$ cat config.mk
export PLATFORM = sky130hd
export DESIGN_NAME = cpu_control_fsm
export DESIGN_NICKNAME = d
export VERILOG_FILES = /design/src/rtl/cpu_control_fsm.sv
export SDC_FILE = /design/constraint.sdc
export NUM_CORES = 1
export LEC_CHECK = 0
export BUFFER_PORTS_ARGS = -buffer_cell sky130_fd_sc_hd__buf_2
export CAP_MARGIN = 20
export CORE_MARGIN = 2
export CORE_UTILIZATION = 25
export CTS_CLUSTER_DIAMETER = 100
export DETAILED_ROUTE_END_ITERATION = 10
export PLACE_DENSITY_LB_ADDON = 0.05
export SLEW_MARGIN = 20
export SYNTH_ARGS = -nofsm -noshare
export SYNTH_HDL_FRONTEND = slang
export SYNTH_SLANG_ARGS = --single-unit
$ cat constraint.sdc
create_clock -name clk -period 2.9 [get_ports clk]
set_input_delay 0.145 -clock clk [delete_from_list [all_inputs] [get_ports clk]]
set_output_delay 0.145 -clock clk [all_outputs]
set_load 0.005 [all_outputs]
$ cat src/rtl/cpu_control_fsm.sv
// Multi-cycle main controller: fetch, latch, decode, execute/mem/writeback.
// Ports: clk, reset (sync, active-high), instruction fields op_code,
//   ext_op_code, A_index (branch/jump condition), psr_flags; outputs are
//   datapath strobes (instruction_en, pc_en, pc_src, reg_write,
//   reg_write_src, alu_A_src, alu_B_src, alu_cont, loading, storing),
//   mem_we and the debug state encoding.
// Optional: define CPU_CONTROL_HALT_EN to decode op 0000 / ext 0000 as HALT.
module cpu_control_fsm #(
    parameter int ALU_CONT_BITS    = 6,
    parameter int OP_CODE_BITS     = 4,
    parameter int EXT_OP_CODE_BITS = 4,
    parameter int REG_BITS         = 4,
    parameter int WIDTH            = 16
) (
    input  logic                        clk,
    input  logic                        reset,
    input  logic [OP_CODE_BITS-1:0]     op_code,
    input  logic [EXT_OP_CODE_BITS-1:0] ext_op_code,
    input  logic [REG_BITS-1:0]         A_index,
    input  logic [WIDTH-1:0]            psr_flags,
    output logic                        instruction_en,
    output logic                        pc_en,
    output logic [1:0]                  pc_src,
    output logic                        reg_write,
    output logic [1:0]                  reg_write_src,
    output logic                        alu_A_src,
    output logic                        alu_B_src,
    output logic [ALU_CONT_BITS-1:0]    alu_cont,
    output logic                        loading,
    output logic                        storing,
    output logic                        mem_we,
    output logic [3:0]                  state
);

    typedef enum logic [3:0] {
        S_FETCH     = 4'd0,
        S_LATCH     = 4'd1,
        S_DECODE    = 4'd2,
        S_EXEC_R    = 4'd3,
        S_EXEC_I    = 4'd4,
        S_LOAD_ADDR = 4'd5,
        S_LOAD_WB   = 4'd6,
        S_STORE     = 4'd7,
        S_BRANCH    = 4'd8,
        S_JUMP      = 4'd9,
        S_JAL       = 4'd10,
        S_HALT      = 4'd11
    } state_t;

    localparam logic [1:0] PC_ALU  = 2'd0;
    localparam logic [1:0] PC_REGB = 2'd1;
    localparam logic [1:0] PC_INC  = 2'd2;

    localparam logic [1:0] WB_ALU = 2'd0;
    localparam logic [1:0] WB_MEM = 2'd1;
    localparam logic [1:0] WB_PC1 = 2'd2;

    state_t state_q, state_d;

    logic is_r, is_i, is_load, is_store, is_jal, is_jmp, is_br, is_halt;
    logic is_cmp, taken;
    logic unused_flags;

    // Only Z and N feed the condition logic.
    assign unused_flags = ^psr_flags;

    assign state = state_q;

    // Instruction class decode
    always_comb begin
        is_r     = 1'b0;
        is_i     = 1'b0;
        is_load  = 1'b0;
        is_store = 1'b0;
        is_jal   = 1'b0;
        is_jmp   = 1'b0;
        is_br    = 1'b0;
        is_halt  = 1'b0;
        case (op_code)
            OP_CODE_BITS'(4'h0): begin
                case (ext_op_code)
                    EXT_OP_CODE_BITS'(4'h5),
                    EXT_OP_CODE_BITS'(4'h9),
                    EXT_OP_CODE_BITS'(4'hB),
                    EXT_OP_CODE_BITS'(4'h1),
                    EXT_OP_CODE_BITS'(4'h2),
                    EXT_OP_CODE_BITS'(4'h3),
                    EXT_OP_CODE_BITS'(4'hD): is_r = 1'b1;
`ifdef CPU_CONTROL_HALT_EN
                    EXT_OP_CODE_BITS'(4'h0): is_halt = 1'b1;
`endif
                    default: ;
                endcase
            end
            OP_CODE_BITS'(4'h5),
            OP_CODE_BITS'(4'h9),
            OP_CODE_BITS'(4'hB),
            OP_CODE_BITS'(4'hD): is_i = 1'b1;
            OP_CODE_BITS'(4'h4): begin
                case (ext_op_code)
                    EXT_OP_CODE_BITS'(4'h0): is_load  = 1'b1;
                    EXT_OP_CODE_BITS'(4'h4): is_store = 1'b1;
                    EXT_OP_CODE_BITS'(4'h8): is_jal   = 1'b1;
                    EXT_OP_CODE_BITS'(4'hC): is_jmp   = 1'b1;
                    default: ;
                endcase
            end
            OP_CODE_BITS'(4'hC): is_br = 1'b1;
            default: ;
        endcase
    end

    // Compares only update flags, so they never write the register file.
    assign is_cmp = (state_q == S_EXEC_R)
                  ? (ext_op_code == EXT_OP_CODE_BITS'(4'hB))
                  : (op_code == OP_CODE_BITS'(4'hB));

    // Branch/jump condition from A_index against Z (bit 6) and N (bit 7)
    always_comb begin
        taken = 1'b0;
        case (A_index)
            REG_BITS'(4'h0): taken = psr_flags[6];
            REG_BITS'(4'h1): taken = ~psr_flags[6];
            REG_BITS'(4'hC): taken = psr_flags[7];
            REG_BITS'(4'hD): taken = ~psr_flags[7];
            REG_BITS'(4'hE): taken = 1'b1;
            default:         taken = 1'b0;
        endcase
    end

    always_ff @(posedge clk) begin
        if (reset) begin
            state_q <= S_FETCH;
        end else begin
            state_q <= state_d;
        end
    end

    always_comb begin
        state_d        = state_q;
        instruction_en = 1'b0;
        pc_en          = 1'b0;
        pc_src         = PC_INC;
        reg_write      = 1'b0;
        reg_write_src  = WB_ALU;
        alu_A_src      = 1'b0;
        alu_B_src      = 1'b0;
        alu_cont       = '0;
        loading        = 1'b0;
        storing        = 1'b0;
        mem_we         = 1'b0;
        // Reset suppresses every strobe in the cycle it is sampled.
        if (!reset) begin
            unique case (state_q)
                S_FETCH: state_d = S_LATCH;
                S_LATCH: begin
                    instruction_en = 1'b1;
                    state_d        = S_DECODE;
                end
                S_DECODE: begin
                    unique case (1'b1)
                        is_r:     state_d = S_EXEC_R;
                        is_i:     state_d = S_EXEC_I;
                        is_load:  state_d = S_LOAD_ADDR;
                        is_store: state_d = S_STORE;
                        is_br:    state_d = S_BRANCH;
                        is_jmp:   state_d = S_JUMP;
                        is_jal:   state_d = S_JAL;
                        is_halt:  state_d = S_HALT;
                        default: begin
                            // NOP retires here
                            pc_en   = 1'b1;
                            state_d = S_FETCH;
                        end
                    endcase
                end
                S_EXEC_R, S_EXEC_I: begin
                    alu_A_src = 1'b1;
                    alu_B_src = (state_q == S_EXEC_I);
                    alu_cont  = (state_q == S_EXEC_R)
                              ? ALU_CONT_BITS'({2'b00, ext_op_code})
                              : ALU_CONT_BITS'({2'b01, op_code});
                    reg_write = ~is_cmp;
                    pc_en     = 1'b1;
                    state_d   = S_FETCH;
                end
                S_LOAD_ADDR: begin
                    loading = 1'b1;
                    state_d = S_LOAD_WB;
                end
                S_LOAD_WB: begin
                    loading       = 1'b1;
                    reg_write     = 1'b1;
                    reg_write_src = WB_MEM;
                    pc_en         = 1'b1;
                    state_d       = S_FETCH;
                end
                S_STORE: begin
                    storing = 1'b1;
                    mem_we  = 1'b1;
                    pc_en   = 1'b1;
                    state_d = S_FETCH;
                end
                S_BRANCH: begin
                    alu_A_src = 1'b0;
                    alu_B_src = 1'b1;
                    alu_cont  = ALU_CONT_BITS'(6'b000101);
                    pc_en     = 1'b1;
                    pc_src    = taken ? PC_ALU : PC_INC;
                    state_d   = S_FETCH;
                end
                S_JUMP: begin
                    pc_en   = 1'b1;
                    pc_src  = taken ? PC_REGB : PC_INC;
                    state_d = S_FETCH;
                end
                S_JAL: begin
                    reg_write     = 1'b1;
                    reg_write_src = WB_PC1;
                    pc_en         = 1'b1;
                    pc_src        = PC_REGB;
                    state_d       = S_FETCH;
                end
`ifdef CPU_CONTROL_HALT_EN
                S_HALT: state_d = S_HALT;
`else
                S_HALT: state_d = S_FETCH;
`endif
                default: state_d = S_FETCH;
            endcase
        end
    end

endmodule

# Word-level counts from Yosys, hierarchy flattened
# Cells that the tools add are included.
# classes
eq_ne,30
muxes,40
bitwise_logic,3
n_reduce_logical,11
# ops
cell,n
4-bit equality test (second input constant),15
4-bit by 3-bit equality test with 1-bit output (second input constant),8
4-bit one-hot mux with 7 select lines,1
1-bit 2-to-1 mux,25
7-bit OR reduction,3
4-bit by 2-bit equality test with 1-bit output (second input constant),4
4-bit logical NOT,4
4-bit one-hot mux with 4 select lines,1
4-bit by 1-bit equality test with 1-bit output (second input constant),3
5-bit 2-to-1 mux,2
5-bit one-hot mux with 2 select lines,1
2-bit 2-to-1 mux,4
1-bit one-hot mux with 2 select lines,3
2-bit one-hot mux with 3 select lines,1
2-bit OR reduction,3
1-bit one-hot mux with 5 select lines,1
2-bit one-hot mux with 2 select lines,1
4-bit OR reduction,1
1-bit inverter,3
# word_totals
ff_bits,4
inputBits,30
output_inout_bits,22
wordCells,85

# Longest topological paths before layout
# Gate-level depths: netlist of the first run.
# depth
word_depth,8
ltp_mapped,5
ltp_nobuf,4

# Worst setup path before layout of the first run
# OpenSTA, ideal clock, no wires.
# synth_timing
path_kind,register -> output
from,"register state_q[0], in the netlist state[0]"
to,output pc_en
arrival_time_ns,1.263
t_required_ns,2.755
slack_ns,1.492
stages_incl_launch_ff,5
path_buffers,1
path_cell_list,dfxtp_1 > nand2b_4 > buf_6 > or4_4 > o32ai_2
# synth_between
elab_chain_cells,4
elab_cells_between_ends,11
# synth_rtl
element,line_no,source
"start, declared",58,"state_t state_q, state_d;"
"start signal, assigned",135,state_q <= state_d;
"4-bit by 2-bit equality test with 1-bit output, or another cell as far along",154,unique case (state_q)
7-bit OR reduction (no line),-,
1-bit one-hot mux with 2 select lines (*),154,
1-bit 2-to-1 mux (*),153,if (!reset) begin
"end, declared",22,"output logic pc_en,"
# Mark *: on every way between the ends. The rest lies on a longest branch, timed or not.

# Worst setup path in the final report of the first run
# layout_timing
from,"register state_q[1], in the netlist state[1]"
to,output pc_en
# The elaborated chain is that of the path after synthesis.

==> results of run 1 <==
path summary, 6_finish.rpt:
kind / cells after the start / start / to
setup / recovery: 4 / state[1] / pc_en
hold reg to reg: 2 / state[2] / state[2]
setup reg to reg: 3 / state[1] / state[3]
hold / removal: 2 / op_code[0] / state[3]
cell usage after synthesis, types with 2 or more instances:
cell type                    n
sky130_fd_sc_hd__nor2b_1     9
sky130_fd_sc_hd__a2111oi_0   2
sky130_fd_sc_hd__nand2b_1    5
sky130_fd_sc_hd__a211oi_1    2
sky130_fd_sc_hd__a21oi_1     7
sky130_fd_sc_hd__nor2_1     10
sky130_fd_sc_hd__dfxtp_1     4
sky130_fd_sc_hd__nor3_1      9
sky130_fd_sc_hd__a2bb2oi_1   2
sky130_fd_sc_hd__o21ai_0     3
sky130_fd_sc_hd__buf_4       2
sky130_fd_sc_hd__buf_2       4
sky130_fd_sc_hd__xnor2_1     2
sky130_fd_sc_hd__clkbuf_1    3
sky130_fd_sc_hd__a32oi_1     4
sky130_fd_sc_hd__a311oi_1    2
sky130_fd_sc_hd__nor4_2      2
sky130_fd_sc_hd__nor4_1      4
sky130_fd_sc_hd__nand2_1     4
through the flow:
step,power (W),instances
after detailed placement,0.000156,158
after global placement,0.000156,158
after global routing,0.000240,161
after floorplan,0.000125,102
after CTS,0.000226,161
final,0.000221,161
cell type report:
class | count | area [um2]
Clock buffer | 3 | 22.5
Fill cell | 325 | 1840
Inverter | 1 | 3.75
Multi-Input combinational cell | 86 | 572
Sequential cell | 4 | 80.1
Tap cell | 31 | 38.8
Timing Repair Buffer | 36 | 180
worst reg2reg max path: stages (launching register included):
cell and delay, ns:
sky130_fd_sc_hd__dfxtp_1 0.59, sky130_fd_sc_hd__nand2b_4 0.15, sky130_fd_sc_hd__or4_4 0.45, sky130_fd_sc_hd__nor4_2 0.24
layer usage:
metal  up-vias  wire length (um)
li1        444                 -
met4         0                 0
met1       419              1110
met3         0               102
met5         -                 0
met2        21              1040
kinds of logic after synthesis:
kind of cell	Yosys count	share of synthesized area, %
flops	4	11.2
other cells	1	0.523
simple gates	53	45.5
xor+xnor	3	3.67
compound gates	29	30.0
buf+inv	12	9.07
power by group through the flow:
stage	clock network, W	logic (W)	registers (W)
3_3_place_gp	0	0.0000874	0.0000689
4_1_cts	0.0000705	0.0000882	0.0000676
6_report	0.0000658	0.0000873	0.0000677
3_5_place_dp	0	0.0000878	0.0000685
2_1_floorplan	0	0.0000630	0.0000617
5_1_grt	0.0000742	0.0000973	0.0000688
placed cells by master (no fill, tap or decap), types with 3 or more instances in the layout:
master	instances
sky130_fd_sc_hd__nand2_1	4
sky130_fd_sc_hd__a32oi_1	4
sky130_fd_sc_hd__nor2b_1	9
sky130_fd_sc_hd__dfxtp_1	4
sky130_fd_sc_hd__nand2b_1	5
sky130_fd_sc_hd__clkbuf_4	3
sky130_fd_sc_hd__nor2_1	10
sky130_fd_sc_hd__nor3_1	9
sky130_fd_sc_hd__buf_2	36
sky130_fd_sc_hd__o21ai_0	3
sky130_fd_sc_hd__nor4_1	4
sky130_fd_sc_hd__a21oi_1	7
==> metrics.yaml, run 1 <==
cells_and_area:
  count_of_inserted_antenna_diode_cells: 0
  num-nets-final: 162
  drive_above_1_share_pct: 34.6
  post_route_cell_area_um2: 897
  largest_register_ffs: 4
  area_growth_syn_to_layout_pct: 25.1
  final_util_pct: 32.8
placed_design:
  dp_slack_ns: 1.14
  place.detailed.hpwl_um: 1690
  detailed_place.area_um2: 875
  portBuffers: 36
  gpl_congestion: 0.742
worst_setup_path:
  critPathCaptureType: "primary output"
  timing.reg2reg.setup_slack_ns: 1.38
  critical-path-top-delay-family: "simple AND/OR/NAND/NOR gates"
  critical_path_arrival_ns: 1.85
  slowest_stage: "sky130_fd_sc_hd__dfxtp_1"
  crit_path_cell_trace: "nand2b_4, or4_4, o32ai_2, buf_2"
  criticalPathCategory: "reg -> out"
  cp_slowest_stage_delay_ns: 0.59
  critPathBufInv: 1
  timing.critical_path.required_ns: 2.76
  critical_path_peak_fanout: 12
  timing.critical_path.from_type: "flop"
cts:
  worst_setup_hold_path_clk_slew_ns: 0.04
  clock_tree.root_cell: "sky130_fd_sc_hd__clkbuf_4"
  insertion_delay_ns: 0.23
  max-clock-path-buffers: 2
  cts_hold_buf: 0
  tritoncts: "yes"
  cts.htree.levels: 1
  numCtsBuffers: 3
  clock_sinks: 4
  post_cts_buffers: 0
  number_of_gates_resized_after_cts: 0
global_route:
  global_routing_met3_resource_utilization_pct: 2.49
  gr-usage-met1_pct: 19.8
  met2_usage_pct: 21.4
  grt.overflow.total: 0
  global_route.usage.total_pct: 13.9
  first_pass_grt_wire_length_um: 3700
  grt.busiest_layer: "met2"
  grt_max_degree: 20
  antenna_found_initial: 0
  via_count_of_the_first_global_routing_pass: 788
synthesis:
  post_synth_num_cell_types: 41
  synth_edf_count: 0
  synthesized_flop_and_latch_total: 4
  async_flop_share_pct: 0
  synthesis.area_um2: 717
  synth.yosys.warnings: 0
  ys.flop_type: "sky130_fd_sc_hd__dfxtp_1"
  yosys.area.top_type_share_pct: 11.2
  post-synth-top-area-cell: "sky130_fd_sc_hd__dfxtp_1"
  yosysSeqAreaShare_pct: 11.2
  syn_nets: 132
  syn_area_per_cell_um2: 7.03
  synth_cells: 102
  ys_top_cells_by_area: "sky130_fd_sc_hd__dfxtp_1 11%, sky130_fd_sc_hd__nor2b_1 7.9%, sky130_fd_sc_hd__nor3_1 6.3%"
timing:
  slew_worst_pin_ns: 0.560
  finalSetupViolations: 0
  timing.final.hold_violations: 0
  post-route-period-util_pct: 68.8
  unrepaired_setup_endpoints_after_global_routing: "no"
  clock.fmax_mhz: 502
  tns_ns: 0
  slew-limit-headroom_pct: 62.6
  hold-worst-slack_ns: 0.191
  setup_ws_ns: 0.906
  timing.final.max_slew_violations: 0
  timing.clock.skew_ns: 0.00323
  layout_min_cycle_time_ns: 1.99
hold_path:
  timing.hold.worst.class: "in -> reg"
power:
  power.share.clock_pct: 29.8
  switching_power_w: 0.0000791
  power.density_cell_area_nw_per_um2: 246
  power_report.internal_total_w: 0.000142
  power.share.sequential_pct: 30.7
  cellLeakagePower_nw: 0.379
  combPwrFrac_pct: 39.5
  fraction_of_power_spent_switching_nets_pct: 35.8
  vdd_drop_max_v: 0.000129
detailed_routing:
  postRouteWirelength_um: 2250
  wire_length_per_cell_after_detailed_routing_um: 13.9
  dr.first_iter.drc_count: 15
  detail_route.vias_per_cell: 5.49
  drc: 0
  firstDrtPassIters: 4
  ant_nets: 0
  vias: 884
floorplan:
  fp.dieArea_um2: 3310
  floorplan.initialDensity_pct: 26.2
  fp.coreArea_um2: 2730
  design.portCount: 52
  die_w_um: 57.6
  floorplan.rows: 19
  chipHeight_um: 57.6
status:
  status: "finished, final reports clean"
flow_run:
  cap_viol_max_count: 0
Note: power is estimated with default switching activity, not from simulation.
==> inputs of run 2 (changes only) <==
Clock period 2.9 ns to 2 ns, I/O delays scaled along.
==> run 2 against run 1 <==
Effect of this change:
- critical path depth fell by 1
- core utilization is 1.1 points higher
- worst hold slack lost 0.043 ns
- die area is the same
- critical path type unchanged
- largest cell class unchanged
- largest power group unchanged
==> metrics.yaml, run 2 (same netlist as run 1, synthesis figures left out) <==
status:
  status: "finished, final reports clean"
detailed_routing:
  firstDrtPassIters: 3  # -1
  postRouteWirelength_um: 2260  # +0.71%
  drc: 0  # unchanged
  detail_route.vias_per_cell: 5.32  # -3.1%
  dr.first_iter.drc_count: 14  # -1
  wire_length_per_cell_after_detailed_routing_um: 13.7  # -1.7%
  vias: 878  # -0.68%
  ant_nets: 0  # unchanged
global_route:
  grt_max_degree: 20  # unchanged
  first_pass_grt_wire_length_um: 3880  # +4.8%
  antenna_found_initial: 0  # unchanged
  via_count_of_the_first_global_routing_pass: 867  # +10%
  grt.overflow.total: 0  # unchanged
  global_route.usage.total_pct: 14.4  # +0.50 points
cts:
  post_cts_buffers: 0  # unchanged
  max-clock-path-buffers: 2  # unchanged
  numCtsBuffers: 3  # unchanged
  number_of_gates_resized_after_cts: 0  # unchanged
  worst_setup_hold_path_clk_slew_ns: 0.04  # about the same
  clock_tree.root_cell: "sky130_fd_sc_hd__clkbuf_4"
  insertion_delay_ns: 0.23  # about the same
  clock_sinks: 4  # unchanged
  cts_hold_buf: 0  # unchanged
  cts.htree.levels: 1  # unchanged
  tritoncts: "yes"
worst_setup_path:
  critical_path_peak_fanout: 14  # +2
  timing.critical_path.required_ns: 1.90  # -0.86 ns
  cp_slowest_stage_delay_ns: 0.59  # about the same
  slowest_stage: "sky130_fd_sc_hd__dfxtp_1"
  criticalPathCategory: "reg -> out"
  critPathBufInv: 1  # unchanged
  critical_path_arrival_ns: 1.72  # -0.13 ns
  timing.critical_path.from_type: "flop"
  critPathCaptureType: "primary output"
  crit_path_cell_trace: "nand2b_1, a2111oi_0, buf_2"
  critical-path-top-delay-family: "flip-flops"
flow_run:
  cap_viol_max_count: 0  # unchanged
floorplan:
  chipHeight_um: 57.6  # unchanged
  design.portCount: 52  # unchanged
  floorplan.rows: 19  # unchanged
  fp.dieArea_um2: 3310  # unchanged
  floorplan.initialDensity_pct: 26.2  # unchanged
  die_w_um: 57.6  # unchanged
  fp.coreArea_um2: 2730  # unchanged
power:
  power.share.clock_pct: 29.5  # -0.3 points
  fraction_of_power_spent_switching_nets_pct: 35.8  # -0.084 points
  vdd_drop_max_v: 0.000233  # +80%
  power.share.sequential_pct: 27.3  # -3.4 points
  switching_power_w: 0.000117  # +48%
  combPwrFrac_pct: 43.1  # +3.6 points
  cellLeakagePower_nw: 0.401  # +5.6%
  power_report.internal_total_w: 0.000211  # +49%
  power.density_cell_area_nw_per_um2: 353  # +44%
timing:
  timing.final.max_slew_violations: 0  # unchanged
  tns_ns: 0  # unchanged
  timing.final.hold_violations: 0  # unchanged
  timing.clock.skew_ns: 0.000275  # -0.00296 ns
  unrepaired_setup_endpoints_after_global_routing: "no"
  clock.fmax_mhz: 548
  layout_min_cycle_time_ns: 1.82
  setup_ws_ns: 0.176  # -0.730 ns
  finalSetupViolations: 0  # unchanged
  post-route-period-util_pct: 91.2
cells_and_area:
  most_common_cell_after_layout_fill_and_taps_aside: "sky130_fd_sc_hd__buf_2"
  top_library_cells_by_usage_in_the_layout_fill_and_taps_aside: "36 x sky130_fd_sc_hd__buf_2, 10 x sky130_fd_sc_hd__nor2_1, 9 x sky130_fd_sc_hd__nor3_1, 9 x sky130_fd_sc_hd__nor2b_1, 7 x sky130_fd_sc_hd__a21oi_1"
  count_of_inserted_antenna_diode_cells: 0  # unchanged
  area_growth_syn_to_layout_pct: 29.3
  largest_register_ffs: 4  # unchanged
  num-nets-final: 166  # +2.5%
  register_area_um2: 80.1  # unchanged
  layout.filler_cells: 308  # -5.2%
  drive_above_1_share_pct: 36.6  # +2.0 points
  multi_input_area_um2: 572  # unchanged
placed_design:
  portBuffers: 36  # unchanged
  gpl_congestion: 0.766  # +3.2%
  dp_slack_ns: 0.423  # -0.717 ns
  place.detailed.hpwl_um: 1790  # +6.2%
hold_path:
  timing.hold.worst.class: "in -> reg"
## run 2: final timing paths
check | slack (ns) | endpoint | depth (start not counted) | startpoint
setup / recovery | 0.18 | alu_B_src | 3 | state[2]
hold / removal | 0.15 | state[3] | 2 | op_code[0]
setup reg to reg | 0.65 | state[3] | 2 | state[2]
hold reg to reg | 0.67 | state[2] | 3 | state[1]
## run 2: layer usage
layer  GRT usage (%)  vias up  part of all wire [%]
met1            17.5      402                    47
met5               0        -                     0
met3            3.63        0                   5.4
met2            24.5       25                    47
li1                -      451                     -
met4            5.32        0                     0
## run 2: power by group through the flow
stage | Combinational (W) | Clock [W] | Sequential, W
after floorplan | 0.0000913 | 0 | 0.0000894
after global placement | 0.000141 | 0 | 0.0000909
after detailed placement | 0.000142 | 0 | 0.0000908
after CTS | 0.000143 | 0.000102 | 0.0000896
after global routing | 0.000158 | 0.000110 | 0.0000898
final | 0.000141 | 0.0000968 | 0.0000895
## run 2: final cells by class
cell class	count	area share, %
Clock buffer	3	2.43
Timing Repair Buffer	40	22.7
Inverter	1	0.405
Sequential cell	4	8.64
Multi-Input combinational cell	86	61.7
Tap cell	31	4.18
## run 2: metrics by stage
stage                     total power, W  instances  utilization (%)  instance area [um2]  hold slack [ns]
after floorplan                 0.000181        102                -                  717            0.171
final                           0.000328        165             33.9                  927            0.148
after global placement          0.000232        162             33.1                  905            0.388
after CTS                       0.000334        165             33.9                  927            0.142
after detailed placement        0.000233        162             33.1                  905            0.390
after global routing            0.000358        165             33.9                  927            0.164
==> inputs of run 3 (changes only) <==
Settings changed: ABC_AREA from default to 1, CORE_ASPECT_RATIO from default to 0.5.
==> run 3 against run 2 <==
Effect of this change:
- routed wire length is 2.3% lower
- via count grew 8.3%
- final area increased by 5.0%
- cell count grew 33%
- core utilization increased by 2.4 points
- highest routed layer unchanged
- global-route usage down 1.2 points
- total power grew 17%
- sequential power barely moved
- clock skew increased by 0.0097 ns
- non-clock buffer count is 4 lower
- fmax up 19%
==> metrics.yaml, run 3 <==
cells_and_area:
  area_growth_syn_to_layout_pct: 33.4
  count_of_inserted_antenna_diode_cells: 0  # unchanged
  most_common_cell_after_layout_fill_and_taps_aside: "sky130_fd_sc_hd__nand2_1"
  largest_register_ffs: 4  # unchanged
  drive_above_1_share_pct: 28.4  # -8.2 points
  final-instance-count-excl-fill: 220  # +33%
  top_library_cells_by_usage_in_the_layout_fill_and_taps_aside: "45 x sky130_fd_sc_hd__nand2_1, 36 x sky130_fd_sc_hd__buf_2, 27 x sky130_fd_sc_hd__inv_1"
  num-nets-final: 215  # +30%
worst_setup_path:
  criticalPathCategory: "reg -> out"
  timing.critical_path.from_type: "flop"
  timing.reg2reg.setup_slack_ns: 0.89  # +0.24 ns
  reg2reg_depth: 6  # +4
  critPathCaptureType: "primary output"
  worstReg2RegStart: "state[0]"
  critPathLaunch: "state[0]"
  r2r-end: "state[3]"
  timing.critical_path.required_ns: 1.90  # about the same
  critical_path_peak_fanout: 5  # -9
  critical_path_arrival_ns: 1.43  # -0.29 ns
detailed_routing:
  dr.first_iter.drc_count: 33  # +19
  wire_length_per_cell_after_detailed_routing_um: 10.0  # -27%
  ant_nets: 0  # unchanged
  postRouteWirelength_um: 2210  # -2.3%
  detail_route.vias_per_cell: 4.32  # -19%
  vias: 951  # +8.3%
  drc: 0  # unchanged
  firstDrtPassIters: 4  # +1
cts:
  worst_setup_hold_path_clk_slew_ns: 0.04  # about the same
  post_cts_buffers: 0  # unchanged
  clock_tree.root_cell: "sky130_fd_sc_hd__clkbuf_8"
  cts.htree.levels: 1  # unchanged
  insertion_delay_ns: 0.22  # about the same
  tritoncts: "yes"
  clock_sinks: 4  # unchanged
  max-clock-path-buffers: 2  # unchanged
  cts_hold_buf: 0  # unchanged
  numCtsBuffers: 3  # unchanged
  number_of_gates_resized_after_cts: 0  # unchanged
floorplan:
  chipHeight_um: 42.2  # -27%
  floorplan.initialDensity_pct: 27.2  # +0.96 points
  floorplan.rows: 13  # -6
  fp.dieArea_um2: 3390  # +2.4%
  die_w_um: 80.4  # +40%
  fp.coreArea_um2: 2680  # -1.8%
  design.portCount: 52  # unchanged
timing:
  layout_min_cycle_time_ns: 1.53  # -0.292 ns
  timing.final.max_slew_violations: 0  # unchanged
  timing.final.hold_violations: 0  # unchanged
  unrepaired_setup_endpoints_after_global_routing: "no"
  finalSetupViolations: 0  # unchanged
  timing.clock.skew_ns: 0.00997  # +0.00969 ns
  clock.fmax_mhz: 653  # +19%
  tns_ns: 0  # unchanged
  post-route-period-util_pct: 76.6  # -15 points
power:
  power.density_cell_area_nw_per_um2: 395  # +12%
  cellLeakagePower_nw: 0.584  # +46%
  vdd_drop_max_v: 0.000373  # +60%
synthesis:
  syn_area_per_cell_um2: 4.93  # -30%
  post-synth-top-area-cell: "sky130_fd_sc_hd__nand2_1"
  post_synth_num_cell_types: 23  # -44%
  synth_cells: 148  # +45%
  synthesis.area_um2: 729  # +1.7%
  synth_edf_count: 0  # unchanged
  syn_nets: 178  # +35%
  ys.flop_type: "sky130_fd_sc_hd__dfxtp_1"
  ys_top_cells_by_area: "sky130_fd_sc_hd__nand2_1 23%, sky130_fd_sc_hd__inv_1 14%, sky130_fd_sc_hd__nor2_1 11%"
  synth.top_cells.by_count: "45 x sky130_fd_sc_hd__nand2_1, 27 x sky130_fd_sc_hd__inv_1, 22 x sky130_fd_sc_hd__nor2_1, 10 x sky130_fd_sc_hd__a21oi_1"
  synthesized_flop_and_latch_total: 4  # unchanged
  yosysSeqAreaShare_pct: 11.0  # -0.19 points
  yosys.area.top_type_share_pct: 23.2  # +12 points
  synth.most_common_cell: "sky130_fd_sc_hd__nand2_1"
  synth.yosys.warnings: 0  # unchanged
  async_flop_share_pct: 0  # unchanged
status:
  status: "finished, final reports clean"
placed_design:
  dp.cells: 217  # +34%
  place.detailed.hpwl_um: 1870  # +4.4%
  gpl_congestion: 0.852  # +11%
  portBuffers: 36  # unchanged
global_route:
  grt.overflow.total: 0  # unchanged
  via_count_of_the_first_global_routing_pass: 802  # -7.5%
  grt_max_degree: 18  # -10%
  antenna_found_initial: 0  # unchanged
  global_route.usage.total_pct: 13.2  # -1.2 points
  first_pass_grt_wire_length_um: 3510  # -9.6%
flow_run:
  cap_viol_max_count: 0  # unchanged
hold_path:
  min_path_cells: 2  # unchanged
  timing.hold.worst.class: "in -> reg"
  hold_end: "state[2]"
  critical_hold_path_startpoint: "reset"
==> run 3: cell count changes after synthesis, moves of 4 or more <==
| cell | previous run | this run |
|---|---|---|
| sky130_fd_sc_hd__inv_1 | 1 | 27 |
| sky130_fd_sc_hd__nand2_1 | 4 | 45 |
| sky130_fd_sc_hd__nand2b_1 | 5 | 0 |
| sky130_fd_sc_hd__nor2_1 | 10 | 22 |
| sky130_fd_sc_hd__a32oi_1 | 4 | 0 |
| sky130_fd_sc_hd__nor2b_1 | 9 | 0 |
| sky130_fd_sc_hd__nor3_1 | 9 | 5 |
| sky130_fd_sc_hd__nand3_1 | 0 | 6 |
==> run 3: kinds of logic after synthesis <==
group                  count (synthesis)  synth area share, %
buffers and inverters                 33                 18.2
AO/OA/AOI/OAI                         20                 15.3
flip-flops                             4                 11.0
AND/OR/NAND/NOR                       89                 53.9
XOR/XNOR                               1                 1.20
other                                  1                0.514
==> run 3: final cells by class <==
class,count,area (um2)
clock buffers,3,41.3
well taps,37,46.3
multi-input cells,111,517
repair buffers,36,180
fillers,340,1710
flip-flops and latches,4,80.1
inverters,29,109
==> run 3: how the worst max path moves through the flow <==
stage / endpoint / slack [ns] / cells after the start
after floorplan: pc_en / 0.89 / 6
after global placement: pc_en / 0.69 / 8
after detailed placement: pc_en / 0.70 / 7
after CTS: pc_en / 0.46 / 8
after global routing: reg_write / 0.37 / 8
final: pc_en / 0.47 / 8
==> run 3: power by group <==
part | leakage, nW | internal (W) | switching [W]
clock network | 0.0216 | 0.000129 | 0.0000457
registers | 0.0327 | 0.0000846 | 0.00000472
logic | 0.530 | 0.0000443 | 0.0000762
==> run 3: per-stage QoR <==
step	utilization [%]	instance area (um2)	worst slack, ns	hold WS [ns]	power, W
final	36.3	973	0.468	0.280	0.000384
after global routing	36.3	973	0.365	0.308	0.000414
after CTS	36.3	973	0.456	0.289	0.000387
after detailed placement	34.7	932	0.696	0.504	0.000211
after global placement	34.7	932	0.694	0.512	0.000212
after floorplan	-	729	0.891	0.307	0.000166
==> run 3: critical path, cell delays in order, from the launching register on <==
cell and delay, ns:
sky130_fd_sc_hd__dfxtp_1 0.32, sky130_fd_sc_hd__inv_1 0.12, sky130_fd_sc_hd__nand2_2 0.11, sky130_fd_sc_hd__nor2_4 0.17
sky130_fd_sc_hd__nand3_2 0.08, sky130_fd_sc_hd__nor2_2 0.08, sky130_fd_sc_hd__nand3_1 0.10, sky130_fd_sc_hd__a21oi_2 0.11
sky130_fd_sc_hd__buf_2 0.11
==> run 3: metal layers <==
layer	share of wire (%)	GRT usage [%]	wire length (um)	vias up
met5	0	0	0	-
met1	57	20.2	1260	398
met4	0	2.03	0	0
met3	6.4	3.66	141	0
li1	-	-	-	524
met2	37	18.2	811	29
